File: config.mk
export PLATFORM = sky130hd
export DESIGN_NAME = wptr_full_flat
export DESIGN_NICKNAME = d
export VERILOG_FILES = /design/src/rtl/wptr_full_if.sv /design/src/rtl/wptr_full.sv /design/src/flat_wrapper.sv
export SDC_FILE = /design/constraint.sdc
export NUM_CORES = 1
export LEC_CHECK = 0
export BUFFER_PORTS_ARGS = -buffer_cell sky130_fd_sc_hd__buf_2
export CAP_MARGIN = 15
export CORE_MARGIN = 5
export CORE_UTILIZATION = 47
export DETAILED_ROUTE_END_ITERATION = 10
export GPL_ROUTABILITY_DRIVEN = 1
export PLACE_DENSITY_LB_ADDON = 0.1
export SYNTH_ARGS = -nofsm -noshare
export SYNTH_HDL_FRONTEND = slang
export SYNTH_SLANG_ARGS = --single-unit
File: constraint.sdc
create_clock -name wclk -period 2.75 [get_ports wclk]
set_input_delay 0.4125 -clock wclk [delete_from_list [all_inputs] [get_ports wclk]]
set_output_delay 0.4125 -clock wclk [all_outputs]
set_load 0.01 [all_outputs]
File: src/rtl/wptr_full_if.sv
`default_nettype none
// ============================================================================
//  Module      : wptr_full_if
//  Description : Write-side bundle of the dual-clock FIFO write-pointer stage.
//                Groups the push request, the read-domain Gray pointer, the
//                overflow clear and every status/address output.
//                master : the write-side user (drives wpush/rptr/wovf_clr)
//                slave  : the wptr_full block
//  Ports       : wpush, rptr[ADDR_W:0], wovf_clr               (master -> slave)
//                wen, waddr[ADDR_W-1:0], wptr[ADDR_W:0], wfull,
//                wafull, wlevel[ADDR_W:0], woverflow           (slave -> master)
//  Revision    : 1.0  initial release
// ============================================================================
interface wptr_full_if #(
    parameter int ADDR_W = 4
);
    logic              wpush;
    logic [ADDR_W:0]   rptr;
    logic              wovf_clr;
    logic              wen;
    logic [ADDR_W-1:0] waddr;
    logic [ADDR_W:0]   wptr;
    logic              wfull;
    logic              wafull;
    logic [ADDR_W:0]   wlevel;
    logic              woverflow;

    modport master (
        output wpush, rptr, wovf_clr,
        input  wen, waddr, wptr, wfull, wafull, wlevel, woverflow
    );

    modport slave (
        input  wpush, rptr, wovf_clr,
        output wen, waddr, wptr, wfull, wafull, wlevel, woverflow
    );
endinterface
`default_nettype wire

File: src/rtl/wptr_full.sv
`default_nettype none
// ============================================================================
//  Module      : wptr_full
//  Description : Write-domain pointer and full-flag stage of a dual-clock FIFO.
//                Keeps the binary write count and the Gray write pointer,
//                double-flops the read-domain Gray pointer into wclk and
//                derives registered full, almost-full, fill level and a
//                sticky overflow flag.
//  Ports       : wclk    - write clock (only clock of this block)
//                wrst_n  - asynchronous active-low reset
//                bus     - wptr_full_if.slave (push, read pointer, status)
//  Config      : WPTR_OVF_EN - when defined, builds the sticky overflow
//                register; otherwise woverflow is tied low and wovf_clr is
//                ignored.
//  Revision    : 1.0  initial release
// ============================================================================
module wptr_full #(
    parameter int ADDR_W   = 4,
    parameter int AFULL_TH = 12   // legal range 1 .. 2**ADDR_W
) (
    input  wire logic   wclk,
    input  wire logic   wrst_n,
    wptr_full_if.slave  bus
);

    localparam logic [ADDR_W:0] c_AFULL_TH = AFULL_TH[ADDR_W:0];

    // Gray -> binary: each binary bit is the XOR of all Gray bits at or above it.
    function automatic logic [ADDR_W:0] gray2bin(input logic [ADDR_W:0] g);
        logic [ADDR_W:0] b;
        b[ADDR_W] = g[ADDR_W];
        for (int i = ADDR_W - 1; i >= 0; i--) begin
            b[i] = b[i+1] ^ g[i];
        end
        return b;
    endfunction

    // ------------------------------------------------------------------
    // State
    // ------------------------------------------------------------------
    logic [ADDR_W:0] rq1_q;
    logic [ADDR_W:0] rq2_q;
    logic [ADDR_W:0] wbin_q;
    logic [ADDR_W:0] wgray_q;
    logic [ADDR_W:0] wlevel_q;
    logic            wfull_q;
    logic            wafull_q;

    // ------------------------------------------------------------------
    // Next-state logic
    // ------------------------------------------------------------------
    logic            w_wen;
    logic [ADDR_W:0] wbin_d;
    logic [ADDR_W:0] wgray_d;
    logic [ADDR_W:0] rbin_s;
    logic [ADDR_W:0] level_d;
    logic            wfull_d;
    logic            wafull_d;

    always_comb begin
        w_wen    = bus.wpush & ~wfull_q;
        wbin_d   = wbin_q + {{ADDR_W{1'b0}}, w_wen};
        wgray_d  = (wbin_d >> 1) ^ wbin_d;
        // Full when the write pointer is exactly one lap ahead of the read
        // pointer: in Gray code that is the top two bits inverted.
        wfull_d  = (wgray_d == {~rq2_q[ADDR_W:ADDR_W-1], rq2_q[ADDR_W-2:0]});
        rbin_s   = gray2bin(rq2_q);
        // Modular difference; the lagging read pointer only ever makes this
        // larger than the true occupancy, never smaller.
        level_d  = wbin_d - rbin_s;
        wafull_d = (level_d >= c_AFULL_TH);
    end

    // ------------------------------------------------------------------
    // Synchronizer and pointer registers
    // ------------------------------------------------------------------
    always_ff @(posedge wclk or negedge wrst_n) begin
        if (!wrst_n) begin
            rq1_q    <= '0;
            rq2_q    <= '0;
            wbin_q   <= '0;
            wgray_q  <= '0;
            wlevel_q <= '0;
            wfull_q  <= 1'b0;
            wafull_q <= 1'b0;
        end else begin
            // Plain two-flop synchronizer, no logic ahead of the first stage.
            rq1_q    <= bus.rptr;
            rq2_q    <= rq1_q;
            wbin_q   <= wbin_d;
            wgray_q  <= wgray_d;
            wlevel_q <= level_d;
            wfull_q  <= wfull_d;
            wafull_q <= wafull_d;
        end
    end

    // ------------------------------------------------------------------
    // Sticky overflow
    // ------------------------------------------------------------------
`ifdef WPTR_OVF_EN
    logic woverflow_q;
    logic woverflow_d;

    always_comb begin
        woverflow_d = woverflow_q;
        // A new overflow takes priority over a clear in the same cycle.
        if (bus.wpush && wfull_q) begin
            woverflow_d = 1'b1;
        end else if (bus.wovf_clr) begin
            woverflow_d = 1'b0;
        end
    end

    always_ff @(posedge wclk or negedge wrst_n) begin
        if (!wrst_n) begin
            woverflow_q <= 1'b0;
        end else begin
            woverflow_q <= woverflow_d;
        end
    end

    assign bus.woverflow = woverflow_q;
`else
    logic w_unused_ovf_clr;
    assign w_unused_ovf_clr = bus.wovf_clr;
    assign bus.woverflow    = 1'b0;
`endif

    // ------------------------------------------------------------------
    // Outputs
    // ------------------------------------------------------------------
    assign bus.wen    = w_wen;
    assign bus.waddr  = wbin_q[ADDR_W-1:0];
    assign bus.wptr   = wgray_q;
    assign bus.wfull  = wfull_q;
    assign bus.wafull = wafull_q;
    assign bus.wlevel = wlevel_q;

endmodule
`default_nettype wire

File: src/flat_wrapper.sv
// flat-port wrapper written by rule: the top's interface ports become plain ports
module wptr_full_flat 
#(
    parameter int ADDR_W   = 4,
    parameter int AFULL_TH = 12                                
)
  (wclk, wrst_n, bus_wpush, bus_rptr, bus_wovf_clr, bus_wen, bus_waddr, bus_wptr, bus_wfull, bus_wafull, bus_wlevel, bus_woverflow);
  wptr_full_if #(.ADDR_W(ADDR_W)) bus_i ();
  input  wire logic wclk;
  input  wire logic wrst_n;
  input wire logic [$bits(bus_i.wpush)-1:0] bus_wpush;
  input wire logic [$bits(bus_i.rptr)-1:0] bus_rptr;
  input wire logic [$bits(bus_i.wovf_clr)-1:0] bus_wovf_clr;
  output wire logic [$bits(bus_i.wen)-1:0] bus_wen;
  output wire logic [$bits(bus_i.waddr)-1:0] bus_waddr;
  output wire logic [$bits(bus_i.wptr)-1:0] bus_wptr;
  output wire logic [$bits(bus_i.wfull)-1:0] bus_wfull;
  output wire logic [$bits(bus_i.wafull)-1:0] bus_wafull;
  output wire logic [$bits(bus_i.wlevel)-1:0] bus_wlevel;
  output wire logic [$bits(bus_i.woverflow)-1:0] bus_woverflow;
  assign bus_i.wpush = bus_wpush;
  assign bus_i.rptr = bus_rptr;
  assign bus_i.wovf_clr = bus_wovf_clr;
  assign bus_wen = bus_i.wen;
  assign bus_waddr = bus_i.waddr;
  assign bus_wptr = bus_i.wptr;
  assign bus_wfull = bus_i.wfull;
  assign bus_wafull = bus_i.wafull;
  assign bus_wlevel = bus_i.wlevel;
  assign bus_woverflow = bus_i.woverflow;
  wptr_full #(.ADDR_W(ADDR_W), .AFULL_TH(AFULL_TH)) u_core (.wclk(wclk), .wrst_n(wrst_n), .bus(bus_i));
endmodule
==> results of run 1 <==
final timing paths:
kind | startpoint | end | slack (ps)
max | u_core.rq2_q[3] | u_core.bus.wafull | -80
min | wrst_n | u_core.rq2_q[1] | 70
max reg2reg | u_core.rq2_q[3] | u_core.bus.wafull | -80
min reg2reg | u_core.rq1_q[4] | u_core.rq2_q[4] | 370
max in group asynchronous | wrst_n | u_core.wbin_q[0] | 2310
min in group wclk | bus_rptr[2] | u_core.rq1_q[2] | 190
layer usage:
layer | up-vias | track usage (%)
met3 | 2 | 3.89
li1 | 378 | -
met1 | 354 | 16.6
met4 | 0 | 2.22
met5 | - | 0
met2 | 21 | 22.2
synthesized netlist by cell type, drive strengths merged:
cell / count
o21ai: 1
xor2: 8
nand2: 2
or4b: 1
nor2b: 2
and3: 1
nand4b: 1
nand3: 4
a31oi: 1
a2111oi: 1
o2bb2ai: 1
xnor2: 14
buf: 2
nand4: 1
or3: 1
a21oi: 2
fa: 1
or2: 1
dfrtp: 26
nor4: 1
mux2i: 1
conb: 1
a21bo: 1
a21o: 1
inv: 8
ha: 6
area by class of cell:
cell class | instances | area share, %
multi-input cells | 54 | 32.9
well taps | 30 | 2.47
clock buffers | 3 | 1.48
flip-flops and latches | 26 | 42.9
inverters | 8 | 1.98
clock inverters | 1 | 1.98
repair buffers | 41 | 16.3
kinds of logic after synthesis:
kind of cell | share of synthesized area (%)
AO/OA/AOI/OAI | 5.31
XOR/XNOR | 18.9
adder cells (fa/ha/maj) | 8.08
buffers and inverters | 3.61
flip-flops | 55.3
multiplexers | 0.850
other | 0.319
AND/OR/NAND/NOR | 7.65
registers in the layout, indices dropped and copies added, names as in the netlist:
name / flops
u_core.bus.wlevel: 5
u_core.rq1_q: 5
u_core.rq2_q: 5
u_core.wbin_q: 5
u_core.bus.wptr: 4
u_core.bus.wafull: 1
u_core.bus.wfull: 1
critical path: stages (launching register included):
cell and delay, ps:
dfrtp_1 430, xnor2_2 210, xor2_1 250, xor2_1 290
xnor2_1 110, ha_2 190, fa_2 390, nor2b_1 130
o21ai_1 80, and3_1 160, or4b_1 460
power by group:
part	switching (mW)	internal, mW	total [mW]
Combinational	0.555	0.571	1.13
Sequential	0.0851	0.521	0.607
Clock	0.112	0.147	0.259
stage by stage:
step	setup WS [ps]	cells	instance area (um2)	power, mW	util (%)
final	-82.7	163	1520	1.99	62.4
after global routing	-244	163	1520	2.16	62.4
after CTS	13.9	160	1500	2.01	61.5
after detailed placement	-122	152	1410	1.72	58.0
after global placement	-96.1	152	1410	1.70	58.0
after floorplan	13.4	90	1190	1.37	-
what timing repair did:
action | 4_1_cts | 5_1_grt
gates resized for setup | 1 | 0
endpoints found under the setup margin | 1 | 2
setup buffers | 4 | 3
pin swaps | 8 | 6
==> results.sh, run 1 <==
export IMPL_outcome="complete, but fails checks"
export IMPL_violations="setup timing"
export IMPL_crit_required_ps=2950
export IMPL_cap_violations=0
export IMPL_drt_pass1_iterations=3
export IMPL_fin_setup_tns_ps=-82.7
export IMPL_synth_largest_area_cell="dfrtp_1"
export IMPL_path_max_fanout=3
export IMPL_overflow=0
export IMPL_die_w_um=60.1
export IMPL_max_freq_ghz=0.353
export IMPL_drive_above_1_share_pct=42.1
export IMPL_yosysSeqAreaShare_pct=55.3
export IMPL_start_util_pct=48.4
export IMPL_clkLatencyLatePin_ps=320
export IMPL_die_area_mm2=0.00361
export IMPL_ys_types=29
export IMPL_rows=18
export IMPL_drc=0
export IMPL_finClkSkew_ps=7.58
export IMPL_antenna_found_initial=0
export IMPL_cts_root_buf="clkbuf_4"
export IMPL_dp_hpwl_mm=1.46
export IMPL_fin_nets=150
export IMPL_port_buffers=24
export IMPL_path_clk_slew_ps=150
export IMPL_vdd_drop_max_mv=0.714
export IMPL_wl_met2_mm=1.03
export IMPL_h_tree_depth=1
export IMPL_synth_seq_cells=26
export IMPL_cts_tree="built"
export IMPL_vias_per_cell=4.63
export IMPL_seq_area_um2=651
export IMPL_hold_worst_slack_ps=66.2
export IMPL_die_h_um=60.1
export IMPL_wl_met3_um=145
export IMPL_finalCritPeriodShare_pct=103
export IMPL_finalSetupViolCount=1
export IMPL_n_fill_cell=181
export IMPL_top_layer="met4"
export IMPL_netlist_area_leader_share_pct=55.3
export IMPL_multi_input_area_um2=499
export IMPL_worst_pin_slew_ps=565
export IMPL_layout_commonest_cell="dfrtp_1"
export IMPL_synth_cells=90
export IMPL_first_iter_violations=15
export IMPL_met1_length_um=834
export IMPL_p_per_area_mw_per_mm2=1310
export IMPL_synth_warnings=0
export IMPL_finalHoldViolCount=0
export IMPL_hp_class="in2async"
export IMPL_layout_common_cells="26 x dfrtp_1, 24 x buf_2, 17 x buf_4, 11 x xnor2_1, 8 x inv_1"
export IMPL_drt_wirelength_per_cell_um=12.4
export IMPL_startpoint_type="register"
export IMPL_worst_r2r_path_depth=10
export IMPL_relSlewSlack_pct=62.4
export IMPL_hold_buffers=0
export IMPL_grt_max_degree=27
export IMPL_period_needed_ps=2830
export IMPL_boundaryPins=27
export IMPL_gr_usage_all_layers_pct=13.1
export IMPL_cts_buffer_depth=2
export IMPL_rsz0062_at_grt="true"
export IMPL_vias=755
export IMPL_drtAntennaViolNets=0
export IMPL_synthTopCellsByArea="dfrtp_1 55%, xnor2_1 8.9%, ha_1 6.4%"
export IMPL_netlist_area_mm2=0.00118
export IMPL_cts_buffers=3
export IMPL_grt_pass1_vias=800
export IMPL_report_final_slew_viol_count=0
export IMPL_grt_pass1_wl_mm=3.55
export IMPL_end_kind="register"
export IMPL_antenna_cells=0
export IMPL_cts_sinks=26
export IMPL_critPathKind="reg2reg"
export IMPL_synthToLayoutAreaGrowth_pct=28.9
export IMPL_fp_coreArea_mm2=0.00243
export IMPL_p_leak_nw=0.747
export IMPL_wirelength_mm=2.02
export IMPL_critPathArrivalTime_ps=3030
export IMPL_fin_ws_ps=-82.7
export IMPL_gp_congestion=0.719
export IMPL_syn_nets=106
export IMPL_avgSynthCellArea_um2=13.1
Power figures use the tool's default switching activity.
==> inputs of run 2 (changes only) <==
--- a/config.mk
+++ b/config.mk
@@ -8,7 +8,7 @@
 export BUFFER_PORTS_ARGS = -buffer_cell sky130_fd_sc_hd__buf_2
 export CAP_MARGIN = 15
 export CORE_MARGIN = 5
-export CORE_UTILIZATION = 47
+export CORE_UTILIZATION = 56
 export DETAILED_ROUTE_END_ITERATION = 10
 export GPL_ROUTABILITY_DRIVEN = 1
 export PLACE_DENSITY_LB_ADDON = 0.1
==> constraint.sdc (replaced) <==
create_clock -name wclk -period 3.4 [get_ports wclk]
set_input_delay 0.51 -clock wclk [delete_from_list [all_inputs] [get_ports wclk]]
set_output_delay 0.51 -clock wclk [all_outputs]
set_load 0.01 [all_outputs]
==> results.sh, run 2 (same netlist as run 1, synthesis figures left out) <==
export IMPL_path_delay_family="XOR/XNOR gates"
export IMPL_port_buffers=24
export IMPL_p_per_area_mw_per_mm2=1090
export IMPL_rows=16
export IMPL_critPathArrivalTime_ps=3340
export IMPL_h_tree_depth=1
export IMPL_vdd_drop_max_mv=0.674
export IMPL_cts_tree="built"
export IMPL_fp_coreArea_mm2=0.00198
export IMPL_first_iter_violations=5
export IMPL_n_fill_cell=158
export IMPL_end_kind="register"
export IMPL_drtAntennaViolNets=0
export IMPL_overflow=0
export IMPL_hold_worst_slack_ps=153
export IMPL_drt_pass1_iterations=2
export IMPL_vias_per_cell=4.93
export IMPL_finalHoldViolCount=0
export IMPL_report_final_slew_viol_count=0
export IMPL_cts_sinks=26
export IMPL_critPathKind="reg2reg"
export IMPL_finalCritPeriodShare_pct=92.8
export IMPL_drc=0
export IMPL_grt_max_degree=27
export IMPL_die_w_um=55.9
export IMPL_path_clk_slew_ps=140
export IMPL_worst_pin_slew_ps=544
export IMPL_startpoint_type="register"
export IMPL_clkLatencyLatePin_ps=310
export IMPL_drt_wirelength_per_cell_um=12.5
export IMPL_crit_required_ps=3590
export IMPL_period_needed_ps=3150
export IMPL_grt_pass1_wl_mm=3.08
export IMPL_p_leak_nw=0.668
export IMPL_cts_buffers=3
export IMPL_fin_nets=134
export IMPL_die_h_um=55.9
export IMPL_hold_buffers=0
export IMPL_cts_root_buf="clkbuf_4"
export IMPL_layout_commonest_cell="dfrtp_1"
export IMPL_outcome="finished clean"
export IMPL_finClkSkew_ps=9.66
export IMPL_dp_hpwl_mm=1.38
export IMPL_relSlewSlack_pct=63.7
export IMPL_antenna_cells=0
export IMPL_drive_above_1_share_pct=30.8
export IMPL_layout_common_cells="26 x dfrtp_1, 24 x buf_2, 12 x xnor2_1, 8 x inv_1"
export IMPL_die_area_mm2=0.00312
export IMPL_grt_pass1_vias=687
export IMPL_slowest_stage="or4b_1"
export IMPL_p_total_mw=1.50
export IMPL_cts_buffer_depth=2
export IMPL_seq_area_um2=651
export IMPL_gp_congestion=0.747
export IMPL_hp_class="in2async"
export IMPL_start_util_pct=59.4
export IMPL_path_max_fanout=5
export IMPL_wirelength_mm=1.81
export IMPL_max_freq_ghz=0.317
export IMPL_antenna_found_initial=0
export IMPL_vias=710
export IMPL_boundaryPins=27
export IMPL_finalSetupViolCount=0
export IMPL_cp_num_buf_inv=0
export IMPL_multi_input_area_um2=484
export IMPL_path_cells="xnor2_1 -> xor2_1 -> xor2_1 -> xnor2_1 -> ha_1 -> fa_1 -> nor2b_1 -> o21ai_1 -> and3_1 -> or4b_1"
export IMPL_fin_setup_tns_ps=0
export IMPL_cap_violations=0
export IMPL_gr_usage_all_layers_pct=12.5
export IMPL_cpPeakStageDelay_ps=510
export IMPL_synthToLayoutAreaGrowth_pct=17.1
export IMPL_rsz0062_at_grt="false"
run 2: changes by cell type in the layout (fill, tap and decap cells not counted):
cell,before,now
ha_1,4,6
fa_1,0,1
buf_4,17,1
fa_2,1,0
xnor2_2,3,2
ha_2,2,0
xnor2_1,11,12
run 2: area by class of cell:
cell class / count / area share [%]
clock buffer: 3 / 1.63
timing repair buffer: 25 / 9.26
tap: 27 / 2.45
inverter: 8 / 2.18
clock inverter: 1 / 2.18
sequential: 26 / 47.2
multi-input combinational: 54 / 35.1
run 2: routing by layer:
| layer | track usage, % | part of all wire, % | vias to the layer above |
|---|---|---|---|
| met1 | 15.9 | 44 | 347 |
| met2 | 20.4 | 49 | 18 |
| met4 | 4.07 | 0.94 | 0 |
| met3 | 3.71 | 6.0 | 2 |
| li1 | - | - | 343 |
| met5 | 0 | 0 | - |
run 2: report_power, final:
part,switching [mW],internal (mW)
registers,0.0696,0.422
logic,0.424,0.377
clock network,0.0882,0.119
run 2: worst paths after layout:
path / from / cells past startpoint / to / slack (ps)
setup / recovery: u_core.rq2_q[4] / 10 / u_core.bus.wafull / 250
hold / removal: wrst_n / 1 / u_core.wbin_q[1] / 150
setup reg to reg: u_core.rq2_q[4] / 10 / u_core.bus.wafull / 250
hold reg to reg: u_core.rq1_q[4] / 0 / u_core.rq2_q[4] / 370
max in group asynchronous: wrst_n / 1 / u_core.bus.wlevel[3] / 2880
min in group wclk: bus_rptr[4] / 1 / u_core.rq1_q[4] / 290
run 2: worst reg2reg max path, stage by stage (launching register included):
cell and delay, ps:
dfrtp_1 440, xnor2_1 270, xor2_1 270, xor2_1 300, xnor2_1 110, ha_1 220
fa_1 490, nor2b_1 150, o21ai_1 70, and3_1 190, or4b_1 510
run 2: what timing repair did:
action | 4_1_cts | 5_1_grt
resized for setup | 0 | 0
buffers inserted | 0 | 1
endpoints found under the setup margin | 0 | 1
endpoints found under the hold margin | 0 | 0
run 2: through the flow:
stage               utilization (%)  setup slack [ps]  cell area [um2]  std cells
global placement               66.5               346             1320        139
global route                   69.6              7.87             1380        144
floorplan                         -               541             1180         90
finish                         69.6               246             1380        144
CTS                            69.2               230             1370        143
detailed placement             66.5               279             1320        139
